==> config.mk <==
export PLATFORM = sky130hd
export DESIGN_NAME = alu_srcb_stage
export DESIGN_NICKNAME = d
export VERILOG_FILES = /design/src/rtl/alu_srcb_pkg.sv /design/src/rtl/srcb_extend.sv /design/src/rtl/alu_srcb_stage.sv
export SDC_FILE = /design/constraint.sdc
export NUM_CORES = 1
export LEC_CHECK = 0
export ABC_AREA = 1
export BUFFER_PORTS_ARGS = -buffer_cell sky130_fd_sc_hd__buf_2
export CAP_MARGIN = 0
export CORE_MARGIN = 2
export CORE_UTILIZATION = 54
export DETAILED_ROUTE_END_ITERATION = 7
export PLACE_DENSITY = 0.81
export SYNTH_ARGS = -nofsm -noshare
export SYNTH_HDL_FRONTEND = slang
export SYNTH_SLANG_ARGS = --single-unit
==> constraint.sdc <==
create_clock -name clk -period 1.35 [get_ports clk]
set_input_delay 0.135 -clock clk [delete_from_list [all_inputs] [get_ports clk]]
set_output_delay 0.135 -clock clk [all_outputs]
set_load 0.02 [all_outputs]
==> src/rtl/alu_srcb_pkg.sv <==
// Shared codes and types for the ALU operand-B stage.
// Optional lui-style extension is enabled with ALU_SRCB_UPPER_EN.
package alu_srcb_pkg;

    localparam logic [1:0] SRCB_RT     = 2'b00;
    localparam logic [1:0] SRCB_STEP   = 2'b01;
    localparam logic [1:0] SRCB_EXT    = 2'b10;
    localparam logic [1:0] SRCB_EXT_SH = 2'b11;

    localparam logic [1:0] EXT_SIGN  = 2'b00;
    localparam logic [1:0] EXT_ZERO  = 2'b01;
    localparam logic [1:0] EXT_UPPER = 2'b10;

    // Occupancy of the main + skid register pair.
    typedef enum logic [1:0] {
        StEmpty = 2'b00,
        StOne   = 2'b01,
        StFull  = 2'b10
    } occ_e;

endpackage

==> src/rtl/srcb_extend.sv <==
// Combinational immediate extension and operand-B source selection.
// ALU_SRCB_UPPER_EN adds the lui form for ext_mode=10; otherwise it sign-extends.
module srcb_extend
    import alu_srcb_pkg::*;
#(
    parameter int unsigned DATA_W = 32,
    parameter int unsigned IMM_W  = 16,
    parameter int unsigned STEP   = 4,
    parameter int unsigned SHAMT  = 2
) (
    input  logic [IMM_W-1:0]  imm,
    input  logic [1:0]        ext_mode,
    input  logic [1:0]        alu_src_b,
    input  logic [DATA_W-1:0] rt_data,
    output logic [DATA_W-1:0] operand
);

    logic [DATA_W-1:0] ext_sign;
    logic [DATA_W-1:0] ext_zero;
    logic [DATA_W-1:0] ext;

    assign ext_sign = DATA_W'($signed(imm));
    assign ext_zero = DATA_W'(imm);

`ifdef ALU_SRCB_UPPER_EN
    logic [DATA_W-1:0] ext_upper;
    assign ext_upper = DATA_W'(imm) << (DATA_W - IMM_W);
`endif

    always_comb begin
        ext = ext_sign;
        case (ext_mode)
            EXT_ZERO: ext = ext_zero;
            EXT_UPPER: begin
`ifdef ALU_SRCB_UPPER_EN
                ext = ext_upper;
`else
                ext = ext_sign;
`endif
            end
            default: ext = ext_sign;
        endcase
    end

    always_comb begin
        operand = rt_data;
        case (alu_src_b)
            SRCB_RT:     operand = rt_data;
            SRCB_STEP:   operand = DATA_W'(STEP);
            SRCB_EXT:    operand = ext;
            SRCB_EXT_SH: operand = ext << SHAMT;
            default:     operand = rt_data;
        endcase
    end

endmodule

==> src/rtl/alu_srcb_stage.sv <==
// Registered operand-B selector with a valid/ready output and 2-entry skid buffer.
// in_ready is a flop, so it never depends combinationally on out_ready.
module alu_srcb_stage
    import alu_srcb_pkg::*;
#(
    parameter int unsigned DATA_W = 32,
    parameter int unsigned IMM_W  = 16,
    parameter int unsigned STEP   = 4,
    parameter int unsigned SHAMT  = 2
) (
    input  logic              clk,
    input  logic              reset,
    input  logic [1:0]        alu_src_b,
    input  logic [1:0]        ext_mode,
    input  logic [DATA_W-1:0] rt_data,
    input  logic [IMM_W-1:0]  imm,
    input  logic              in_valid,
    output logic              in_ready,
    output logic [DATA_W-1:0] out_data,
    output logic [1:0]        out_src,
    output logic              out_valid,
    input  logic              out_ready
);

    occ_e              state_q, state_d;
    logic [DATA_W-1:0] main_data_q, main_data_d;
    logic [DATA_W-1:0] skid_data_q, skid_data_d;
    logic [1:0]        main_src_q, main_src_d;
    logic [1:0]        skid_src_q, skid_src_d;
    logic              in_ready_q, in_ready_d;
    logic [DATA_W-1:0] sel_data;
    logic              in_xfer;
    logic              out_xfer;

    srcb_extend #(
        .DATA_W (DATA_W),
        .IMM_W  (IMM_W),
        .STEP   (STEP),
        .SHAMT  (SHAMT)
    ) u_extend (
        .imm       (imm),
        .ext_mode  (ext_mode),
        .alu_src_b (alu_src_b),
        .rt_data   (rt_data),
        .operand   (sel_data)
    );

    assign out_valid = (state_q != StEmpty);
    assign out_data  = main_data_q;
    assign out_src   = main_src_q;
    assign in_ready  = in_ready_q;
    assign in_xfer   = in_valid && in_ready_q;
    assign out_xfer  = out_valid && out_ready;

    always_comb begin
        state_d     = state_q;
        main_data_d = main_data_q;
        main_src_d  = main_src_q;
        skid_data_d = skid_data_q;
        skid_src_d  = skid_src_q;
        unique case (state_q)
            StEmpty: begin
                if (in_xfer) begin
                    main_data_d = sel_data;
                    main_src_d  = alu_src_b;
                    state_d     = StOne;
                end
            end
            StOne: begin
                if (in_xfer && out_xfer) begin
                    main_data_d = sel_data;
                    main_src_d  = alu_src_b;
                end else if (in_xfer) begin
                    skid_data_d = sel_data;
                    skid_src_d  = alu_src_b;
                    state_d     = StFull;
                end else if (out_xfer) begin
                    state_d = StEmpty;
                end
            end
            StFull: begin
                if (out_xfer) begin
                    main_data_d = skid_data_q;
                    main_src_d  = skid_src_q;
                    skid_data_d = '0;
                    skid_src_d  = '0;
                    state_d     = StOne;
                end
            end
            default: state_d = StEmpty;
        endcase
        in_ready_d = (state_d != StFull);
    end

    always_ff @(posedge clk) begin
        if (reset) begin
            state_q     <= StEmpty;
            main_data_q <= '0;
            main_src_q  <= '0;
            skid_data_q <= '0;
            skid_src_q  <= '0;
            in_ready_q  <= 1'b1;
        end else begin
            state_q     <= state_d;
            main_data_q <= main_data_d;
            main_src_q  <= main_src_d;
            skid_data_q <= skid_data_d;
            skid_src_q  <= skid_src_d;
            in_ready_q  <= in_ready_d;
        end
    end

endmodule
* Word level (Yosys, flattened, before mapping) *
Cells that the tools add are included.

word-level totals
  output and inout port bits = 36
  memories = 0
  latch bits = 0
  bits in writable memories = 0
  bits in read-only memories = 0
  register bits after elaboration = 71

cells by class
  add/subtract/negate cells = 0
  bitwise operators = 0
  equal/unequal tests = 12
  reduce and logical (&&, ||, !) cells = 10
  multiply operators = 0
  div/mod/pow operators = 0
  $lt $le $gt $ge = 0
  shifts and indexed selects = 0
  multiplexer cells = 22

operator list
  kind                count
  $mux 32             6
  $pmux 32 s4         1
  $pmux 32 s3         1
  $pmux 32 s2         1
  $mux 2              10
  $ne 2x2->1 const B  6
  $pmux 2 s3          2
  $reduce_and 4->1    2
  $eq 2x1->1 const B  3
  $eq 2x2->1 const B  3
  $logic_not 2->1     2
  $pmux 2 s2          1
  $reduce_bool 2->1   2
  $logic_and 1x1->1   3
  $reduce_bool 3->1   1

* Logic depth before layout (Yosys ltp) *
Gate-level depths: netlist of the first run.

  word-level depth = 7
  depth in mapped cells = 10

* Hierarchy *
A second synthesis of the first run with hierarchy kept.

second synthesis, totals
  cell total of the unflattened synthesis = 655
  area, all modules = 3925.0 µm²

modules (own cells, without submodules)
  module          seq. area each (µm²)  area an instance (µm²)  times used  cells each
  alu_srcb_stage  1421.4                3455.8                  1           542
  srcb_extend     0.0                   469.2                   1           113

* Worst setup path after synthesis of the first run *
OpenSTA, ideal clock, no wires.

  path kind = reg-to-reg
  start point = reg in_ready_q, in the netlist in_ready
  end point = reg main_data_q[26], in the netlist out_data[26]
  setup time = 117 ps
  arrival time = 1212 ps
  stages on the path, launching flop included = 9
  path slack = 21 ps
  buffers on the path = 1
  required time = 1233 ps
  cell sequence = dfxtp_1 > nand2_1 > nand2_1 > nand2_1 > nor2_2 > buf_2 > nand2_1 > nor2_1 > nor2_1

on the way
  word-level cells in the longest chain between the ends = 4
  elaborated cells on any way between the ends = 5

RTL lines
  element                         line                   RTL
  start: declaration              alu_srcb_stage.sv:30   logic in_ready_q, in_ready_d;
  start signal: assignment        alu_srcb_stage.sv:109  in_ready_q <= in_ready_d;
  $logic_and 1x1->1 (*)           alu_srcb_stage.sv:52   assign in_xfer = in_valid && in_ready_q;
  $logic_and 1x1->1               alu_srcb_stage.sv:70   if (in_xfer && out_xfer) begin
  $ne 2x2->1 (no line)            n/a
  $reduce_and 4->1 (no line) (*)  n/a
  end signal: assignment          alu_srcb_stage.sv:105  main_data_q <= main_data_d;
  end: declaration                alu_srcb_stage.sv:26   logic [DATA_W-1:0] main_data_q, main_data_d;

Mark *: on every way between the ends. The rest lies on a longest branch, timed or not.
A chain may end at the register's enable or synchronous reset.

* Worst setup path in the final report of the first run *
  start point = reg state_q[1]
  end point = reg main_data_q[15], in the netlist out_data[15]

on the way
  word-level cells in the longest chain between the ends = 5
  elaborated cells on any way between the ends = 12

RTL lines
  element                     line                   RTL
  start: declaration          alu_srcb_stage.sv:25   occ_e state_q, state_d;
  start signal: assignment    alu_srcb_stage.sv:97   state_q <= StEmpty;
  start signal: assignment    alu_srcb_stage.sv:104  state_q <= state_d;
  $reduce_bool 2->1           alu_srcb_stage.sv:48   assign out_valid = (state_q != StEmpty);
  $logic_and 1x1->1           alu_srcb_stage.sv:53   assign out_xfer = out_valid && out_ready;
  $logic_and 1x1->1           alu_srcb_stage.sv:70
  $ne 2x2->1 (no line)        n/a
  $reduce_and 4->1 (no line)  n/a

Several ways; a longest one is shown, not always the timed one.

==> results of run 1 <==
[cells by family (layout without fill, tap and decap cells)]
| group | Yosys count | in the layout | synth area share [%] |
|---|---|---|---|
| compound gates | 63 | 63 | 8.68 |
| buf+inv | 98 | 194 | 11.3 |
| flops | 71 | 71 | 37.9 |
| simple gates | 399 | 399 | 42.1 |
[cell usage in the layout, fill, tap and decap left out, drive strengths merged]
master    count
bufinv        1
and2          3
o21ai        37
clkinv        3
inv          60
nor2        127
nand2       222
nor3          1
clkbuf       13
nand3        46
o21a          1
buf         116
a21oi        22
dfxtp        71
clkinvlp      1
o21bai        3
[metrics by stage]
step	hold slack, ns	total power [mW]
after global routing	0.202	5.50
final	0.175	5.23
after CTS	0.126	5.18
after floorplan	0.227	3.06
after global placement	0.457	3.40
after detailed placement	0.465	3.43
[cell type report]
type | instances | area, µm²
sequential | 71 | 1430
multi-input combinational | 462 | 1970
fill | 615 | 2050
timing repair buffer | 118 | 779
inverter | 60 | 225
tap | 80 | 100
clock buffer | 11 | 151
clock inverter | 5 | 56.3
[final timing paths]
kind	from	to	cells after the start
min	out_ready	state_q[0]	4
min reg2reg	skid_data_q[13]	skid_data_q[13]	2
max	state_q[1]	out_data[15]	9
max reg2reg	state_q[1]	out_data[15]	9
[sequential cells by signal, indices dropped and copies added, names as in the netlist]
name / count
out_data: 32
state_q: 2
skid_data_q: 32
in_ready: 1
skid_src_q: 2
out_src: 2
[worst register-to-register path, stage by stage (launching register included)]
cell                      delay [ns]
sky130_fd_sc_hd__dfxtp_4        0.38
sky130_fd_sc_hd__inv_2          0.06
sky130_fd_sc_hd__nand2_2        0.06
sky130_fd_sc_hd__nand2_2        0.07
sky130_fd_sc_hd__nor2_4         0.20
sky130_fd_sc_hd__buf_4          0.16
sky130_fd_sc_hd__buf_12         0.12
sky130_fd_sc_hd__nand2_1        0.06
sky130_fd_sc_hd__nor2_1         0.10
sky130_fd_sc_hd__nor2_1         0.04
[per-layer routing]
layer	track usage, %	vias up	part of all wire, %
li1	-	2102	-
met1	28.8	1770	43
met2	43.5	148	48
met3	3.51	19	5.9
met4	12.2	0	2.4
met5	0	-	0
[what timing repair did]
action | in CTS | in global routing
buffers inserted | 0 | 5
hold endpoints to repair | 0 | 0
gates cloned | 0 | 2
gates resized for setup | 2 | 21
pin swaps | 0 | 7
endpoints found under the setup margin | 7 | 66
[power by group through the flow]
| stage | Clock [mW] | Combinational [mW] | Sequential, mW |
|---|---|---|---|
| 2_1_floorplan | 0 | 0.586 | 2.48 |
| 3_3_place_gp | 0 | 1.04 | 2.36 |
| 3_5_place_dp | 0 | 1.06 | 2.36 |
| 4_1_cts | 1.80 | 1.07 | 2.32 |
| 5_1_grt | 1.88 | 1.29 | 2.33 |
| 6_report | 1.77 | 1.15 | 2.32 |
==> results.md, run 1 <==
| Stage | Parameter | This run |
| --- | --- | --- |
| status | Result of the run | complete, no violations |
| place | Cell Count Post-Placement | 784 |
| power | Peak supply drop | 0.474 mV |
| place | Number of buffers added on ports | 91 |
| floorplan | Vert. Die Dim | 87.3 µm |
| critical path | Combined buffer and inverter count along the critical path | 3 |
| yosys | Yosys warning total | 0 |
| final layout | Layout cell share with drive strength beyond 1 | 21.7% |
| power | Clock group share of total power | 33.8% |
| timing | Upper clock frequency limit | 742 MHz |
| timing | Part of the cycle the worst path needs | 99.8% |
| cts | Clock tree root buffer cell | sky130_fd_sc_hd__clkbuf_8 |
| routing | Via count | 4039 |
| cts | # clock sinks | 71 |
| timing | Min Clock Period, post-route | 1.35 ns |
| timing | Relative max-transition margin | 77.0% |
| flow run | Maxcap violations | 0 |
| yosys | Sequential-to-total area share from yosys stat | 37.9% |
| yosys | Most numerous cell in the Yosys netlist | sky130_fd_sc_hd__nand2_1 |
| yosys | Synth Net Count | 687 |
| routing | Vias/cell | 5.00 |
| yosys | Library cell with the largest summed area after synthesis | sky130_fd_sc_hd__dfxtp_1 |
| hold path | Hold WC Path Type | in -> reg |
| final layout | Synthesis-to-finish area growth | 25.7% |
| yosys | Cell variety after synth | 21 |
| yosys | Top post-synthesis cells by area | sky130_fd_sc_hd__dfxtp_1 (38%), sky130_fd_sc_hd__nand2_1 (22%), sky130_fd_sc_hd__nor2_1 (13%), sky130_fd_sc_hd__nand3_1 (6.1%), sky130_fd_sc_hd__inv_1 (5.8%) |
| routing | Pre-antenna DRT Iters | 5 |
| cts | Clock-pin slew reported for the worst setup and hold paths after clock tree synthesis | 0.08 ns |
| critical path | Startpoint type of the worst setup path | register |
| yosys | Register bit total from synthesis | 71 |
| yosys | Synth Instances | 631 |
| final layout | Post-route cell area | 0.00471 mm² |
| routing | DRT antenna net count | 0 |
| critical path | Slack of the worst reg-to-reg path | 0.002 ns |
| floorplan | Area of the core | 0.00676 mm² |
| power | Standby leakage power | 2.57 nW |
| floorplan | Die outline area | 0.00762 mm² |
| power | Sw Ratio | 30.3% |
| timing | RSZ-0062 raised after global routing | true |
| global routing | Vias in the first global route | 3596 |
| cts | CTS tree | yes |
| yosys | Area of the mapped netlist | 0.00375 mm² |
| global routing | First-pass GRT wire length | 15100 µm |
| routing | WL per Instance | 11.9 µm |
| critical path | Type of the setup path with the least slack | reg -> reg |
| critical path | Worst EP arrival | 1.59 ns |
| global routing | Total grt overflow | 0 |
| timing | Slew of the pin with the lowest slew margin | 0.344 ns |
| power | Flop pwr share | 44.2% |
| cts | Number of clock buffers inserted by TritonCTS | 9 |
| routing | Initial DRC count | 162 |
| yosys | Most frequent cells after synthesis | sky130_fd_sc_hd__nand2_1 (219), sky130_fd_sc_hd__nor2_1 (125), sky130_fd_sc_hd__dfxtp_1 (71) |
| timing | Post-route worst setup slack | 0.00238 ns |
| routing | Number of design rule violations left after detail routing | 0 |
| critical path | Max incr delay on CP | 0.38 ns |
| timing | Max-slew violation count | 0 |
| place | Final weighted congestion in routability-driven placement | 0.857 |
| yosys | Ys async rst share | 0% |
| cts | Number of levels in the clock H-tree | 3 |
| place | Post-DP Area | 0.00434 mm² |
| floorplan | Floorplan die width | 87.3 µm |
| final layout | Number of diodes | 0 |
| global routing | Overall Global Routing Usage | 24.6% |
| cts | Clk buf depth | 2 |
| yosys | Share of the synthesized area in the top cell type | 37.9% |
| timing | Max Clock Skew | 0.00595 ns |
| critical path | Critical Path Fanout Max | 9 |
| yosys | Main flop type after synthesis | sky130_fd_sc_hd__dfxtp_1 |
| place | Half-perimeter wire length of the detailed placement result | 6550 µm |
| global routing | Maximum number of pins on one net before global-route repair | 38 |
| critical path | Slowest cell on the critical path | sky130_fd_sc_hd__dfxtp_4 |
| routing | Total Wirelength | 9630 µm |
| timing | Total negative slack | 0 ns |
| final layout | Share of the core filled with cells | 69.7% |
| global routing | Number of antenna violations at the first check in global routing | 0 |
| floorplan | Effective utilization at floorplan | 55.5% |
| yosys | Average size of a mapped cell | 5.94 µm² |
| floorplan | Row cnt | 30 |
| critical path | Cell-by-cell listing of the critical path | inv_2, nand2_2, nand2_2, nor2_4, buf_4, buf_12, nand2_1, nor2_1, nor2_1 |
| critical path | Cell family with most CP delay | simple AND/OR/NAND/NOR gates |
| cts | Count of hold buffers inserted by post-cts repair | 0 |
| final layout | Final cell count without fillers | 807 |
| critical path | Data required time of the worst path | 1.59 ns |
| timing | Total count of hold-check failures in the final report | 0 |
| power | Switching power | 1.58 mW |
| place | Worst slack at placement | 0.00380 ns |
| yosys | Number of enable flip-flop cells after synthesis | 0 |
| final layout | Total number of nets in the final design | 778 |
| floorplan | I/O Pins | 92 |
| timing | Number of setup violations in the final report | 0 |
| critical path | Crit path capture type | register |
| cts | Clock Latency Late Sink | 0.34 ns |
| power | Combinational share of power | 22.0% |
| power | Cell internal pwr | 3.65 mW |
| power | Power per unit of standard cell area | 1110 mW/mm² |
Power figures use the tool's default switching activity.
==> run 2, diff against run 1 <==
- BUFFER_PORTS_ARGS: -buffer_cell sky130_fd_sc_hd__buf_2 -> -buffer_cell sky130_fd_sc_hd__clkbuf_2
==> run 2 against run 1 <==
Effect of this change: first-iteration DRC count is 52% higher; wire length is 8.2% higher; clock-buffer cell count is 1 higher; die area stayed put; largest cell class unchanged; total power is 1.7% higher; critical path depth is 1 lower; non-clock buffer count is 6 higher.
==> results.md, run 2 (synthesis results as in run 1) <==
| Stage | Parameter | This run | Delta |
| --- | --- | --- | --- |
| global routing | Number of antenna violations at the first check in global routing | 0 | unchanged |
| global routing | Overall Global Routing Usage | 26.0% | was 24.6% |
| hold path | Hold WC Path Type | in -> reg | unchanged |
| routing | WL per Instance | 12.8 µm | was 11.9 µm |
| timing | RSZ-0062 raised after global routing | true | unchanged |
| place | Worst slack at placement | -0.106 ns | was 0.00380 ns |
| flow run | Maxcap violations | 0 | unchanged |
| final layout | Final cell count without fillers | 813 | was 807 |
| cts | Number of clock buffers inserted by TritonCTS | 9 | unchanged |
| routing | DRT antenna net count | 0 | unchanged |
| timing | Worst hold margin | 0.187 ns | was 0.175 ns |
| cts | Clock tree root buffer cell | sky130_fd_sc_hd__clkbuf_8 | unchanged |
| routing | Total Wirelength | 10400 µm | was 9630 µm |
| floorplan | Die outline area | 0.00762 mm² | unchanged |
| final layout | Synthesis-to-finish area growth | 30.1% | was 25.7% |
| critical path | Start point of the critical path | state_q[1] | unchanged |
| power | Power per unit of standard cell area | 1090 mW/mm² | was 1110 mW/mm² |
| timing | Number of setup violations in the final report | 0 | unchanged |
| timing | Post-route worst setup slack | 0.0275 ns | was 0.00238 ns |
| timing | Max-slew violation count | 0 | unchanged |
| routing | Initial DRC count | 246 | was 162 |
| global routing | First-pass GRT wire length | 16000 µm | was 15100 µm |
| critical path | Max incr delay on CP | 0.36 ns | was 0.38 ns |
| final layout | Most common cell after layout, fill and taps aside | sky130_fd_sc_hd__nand2_1 | unchanged |
| critical path | Data required time of the worst path | 1.62 ns | was 1.59 ns |
| status | Result of the run | complete, no violations | unchanged |
| cts | CTS tree | yes | unchanged |
| routing | Pre-antenna DRT Iters | 5 | unchanged |
| routing | Vias/cell | 5.15 | was 5.00 |
| cts | Count of hold buffers inserted by post-cts repair | 0 | unchanged |
| final layout | Number of diodes | 0 | unchanged |
| floorplan | I/O Pins | 92 | unchanged |
| floorplan | Row cnt | 30 | unchanged |
| place | Half-perimeter wire length of the detailed placement result | 6560 µm | was 6550 µm |
| global routing | Vias in the first global route | 3804 | was 3596 |
| final layout | Commonest non-fill, non-tap cells in the layout | sky130_fd_sc_hd__nand2_1 (213), sky130_fd_sc_hd__nor2_1 (119), sky130_fd_sc_hd__clkbuf_2 (91) | was sky130_fd_sc_hd__nand2_1 (215), sky130_fd_sc_hd__nor2_1 (120), sky130_fd_sc_hd__buf_2 (91) |
| routing | Topmost layer with routed signal wires | met4 | unchanged |
| critical path | Critical Path Fanout Max | 8 | was 9 |
| timing | Part of the cycle the worst path needs | 98.0% | was 99.8% |
| cts | Clk buf depth | 2 | unchanged |
| timing | Total count of hold-check failures in the final report | 0 | unchanged |
| routing | Number of design rule violations left after detail routing | 0 | unchanged |
| critical path | Combined buffer and inverter count along the critical path | 3 | unchanged |
| critical path | Cell family with most CP delay | simple AND/OR/NAND/NOR gates | unchanged |
| timing | Relative max-transition margin | 73.8% | was 77.0% |
| power | Standby leakage power | 2.63 nW | was 2.57 nW |
| power | Peak supply drop | 0.569 mV | was 0.474 mV |
| routing | Met3 wire len | 828 µm | was 567 µm |
| critical path | Slowest cell on the critical path | sky130_fd_sc_hd__dfxtp_4 | unchanged |
| global routing | Maximum number of pins on one net before global-route repair | 38 | unchanged |
| routing | Wire length on met1 | 4130 µm | was 4170 µm |
| place | Post-DP Area | 0.00435 mm² | was 0.00434 mm² |
| place | Number of buffers added on ports | 91 | unchanged |
| floorplan | Vert. Die Dim | 87.3 µm | unchanged |
| hold path | Hold path startpoint | reset | was out_ready |
| critical path | Crit path capture type | register | unchanged |
| cts | Number of levels in the clock H-tree | 3 | unchanged |
| floorplan | Effective utilization at floorplan | 55.5% | unchanged |
| global routing | Total grt overflow | 0 | unchanged |
| critical path | Worst EP arrival | 1.60 ns | was 1.59 ns |
| critical path | Cell-by-cell listing of the critical path | buf_4, nor2_4, nand3_4, nand2_8, buf_6, buf_4, nor2_1, nor2_1 | was inv_2, nand2_2, nand2_2, nor2_4, buf_4, buf_12, nand2_1, nor2_1, nor2_1 |
| routing | Met2 WL | 5250 µm | was 4650 µm |
| critical path | Beginning of the worst register-to-register path | state_q[1] | unchanged |
| cts | # clock sinks | 71 | unchanged |
| timing | Min Clock Period, post-route | 1.32 ns | was 1.35 ns |
| critical path | Type of the setup path with the least slack | reg -> reg | unchanged |
| place | Final weighted congestion in routability-driven placement | 0.851 | was 0.857 |
| routing | Via count | 4190 | was 4039 |
| timing | Max Clock Skew | 0.00943 ns | was 0.00595 ns |
| floorplan | Area of the core | 0.00676 mm² | unchanged |
| critical path | Startpoint type of the worst setup path | register | unchanged |
| floorplan | Floorplan die width | 87.3 µm | unchanged |
| timing | Upper clock frequency limit | 756 MHz | was 742 MHz |
| final layout | Post-route cell area | 0.00487 mm² | was 0.00471 mm² |
| final layout | Total number of nets in the final design | 784 | was 778 |
| cts | Clock Latency Late Sink | 0.34 ns | about the same |
| place | Cell Count Post-Placement | 784 | unchanged |
| cts | Clock-pin slew reported for the worst setup and hold paths after clock tree synthesis | 0.08 ns | about the same |
| final layout | Layout cell share with drive strength beyond 1 | 22.4% | was 21.7% |
| timing | Slew of the pin with the lowest slew margin | 0.393 ns | was 0.344 ns |
run 2: changes by cell type in the layout (fill, tap and decap cells not counted), sizes merged:
cell      before  now
clkbuf        13  108
clkinv         3    2
buf          116   28
inv           60   61
clkinvlp       1    0
run 2: layout make-up:
type	count	area, µm²
repair buffers	124	921
clock buffers	12	155
clock inverters	4	52.6
inverters	60	225
multi-input cells	462	1990
flip-flops and latches	71	1430
well taps	80	100
fillers	557	1880
run 2: worst reg2reg max path, delay by kind of cell (launching register included):
family	cells	cell delay, ns
buffers and inverters	3	0.40
flip-flops	1	0.36
AND/OR/NAND/NOR	5	0.48
run 2: what timing repair did:
action | in CTS | in global routing
pin swaps | 2 | 11
endpoints found under the hold margin | 0 | 0
setup endpoints to repair | 34 | 58
gates cloned | 1 | 5
setup buffers | 0 | 7
resized for setup | 10 | 37
run 2: report_power, final:
group          internal, mW  switching [mW]  total, mW
logic                 0.497           0.732       1.23
registers              2.24          0.0786       2.32
clock network         0.963           0.806       1.77
total                  3.70            1.62       5.32
run 2: final timing paths:
path | to | slack (ns) | cells past startpoint
worst max-delay path | skid_data_q[1] | 0.03 | 8
worst min-delay path | state_q[0] | 0.19 | 3
worst max register to register | skid_data_q[1] | 0.03 | 8
worst min register to register | out_src[1] | 0.47 | 2
run 2: metrics by stage:
step | setup TNS [ns] | utilization, % | total power [mW]
detailed placement | -1.86 | 64.4 | 3.43
finish | 0 | 72.1 | 5.32
floorplan | 0 | - | 3.06
global placement | 0 | 64.4 | 3.40
CTS | 0 | 68.3 | 5.21
global route | -0.414 | 72.1 | 5.61
run 2: metal layers:
layer | track usage, % | up-vias
met1 | 31.1 | 1851
li1 | - | 2119
met2 | 46.5 | 196
met4 | 9.93 | 0
met5 | 0 | -
met3 | 3.89 | 24
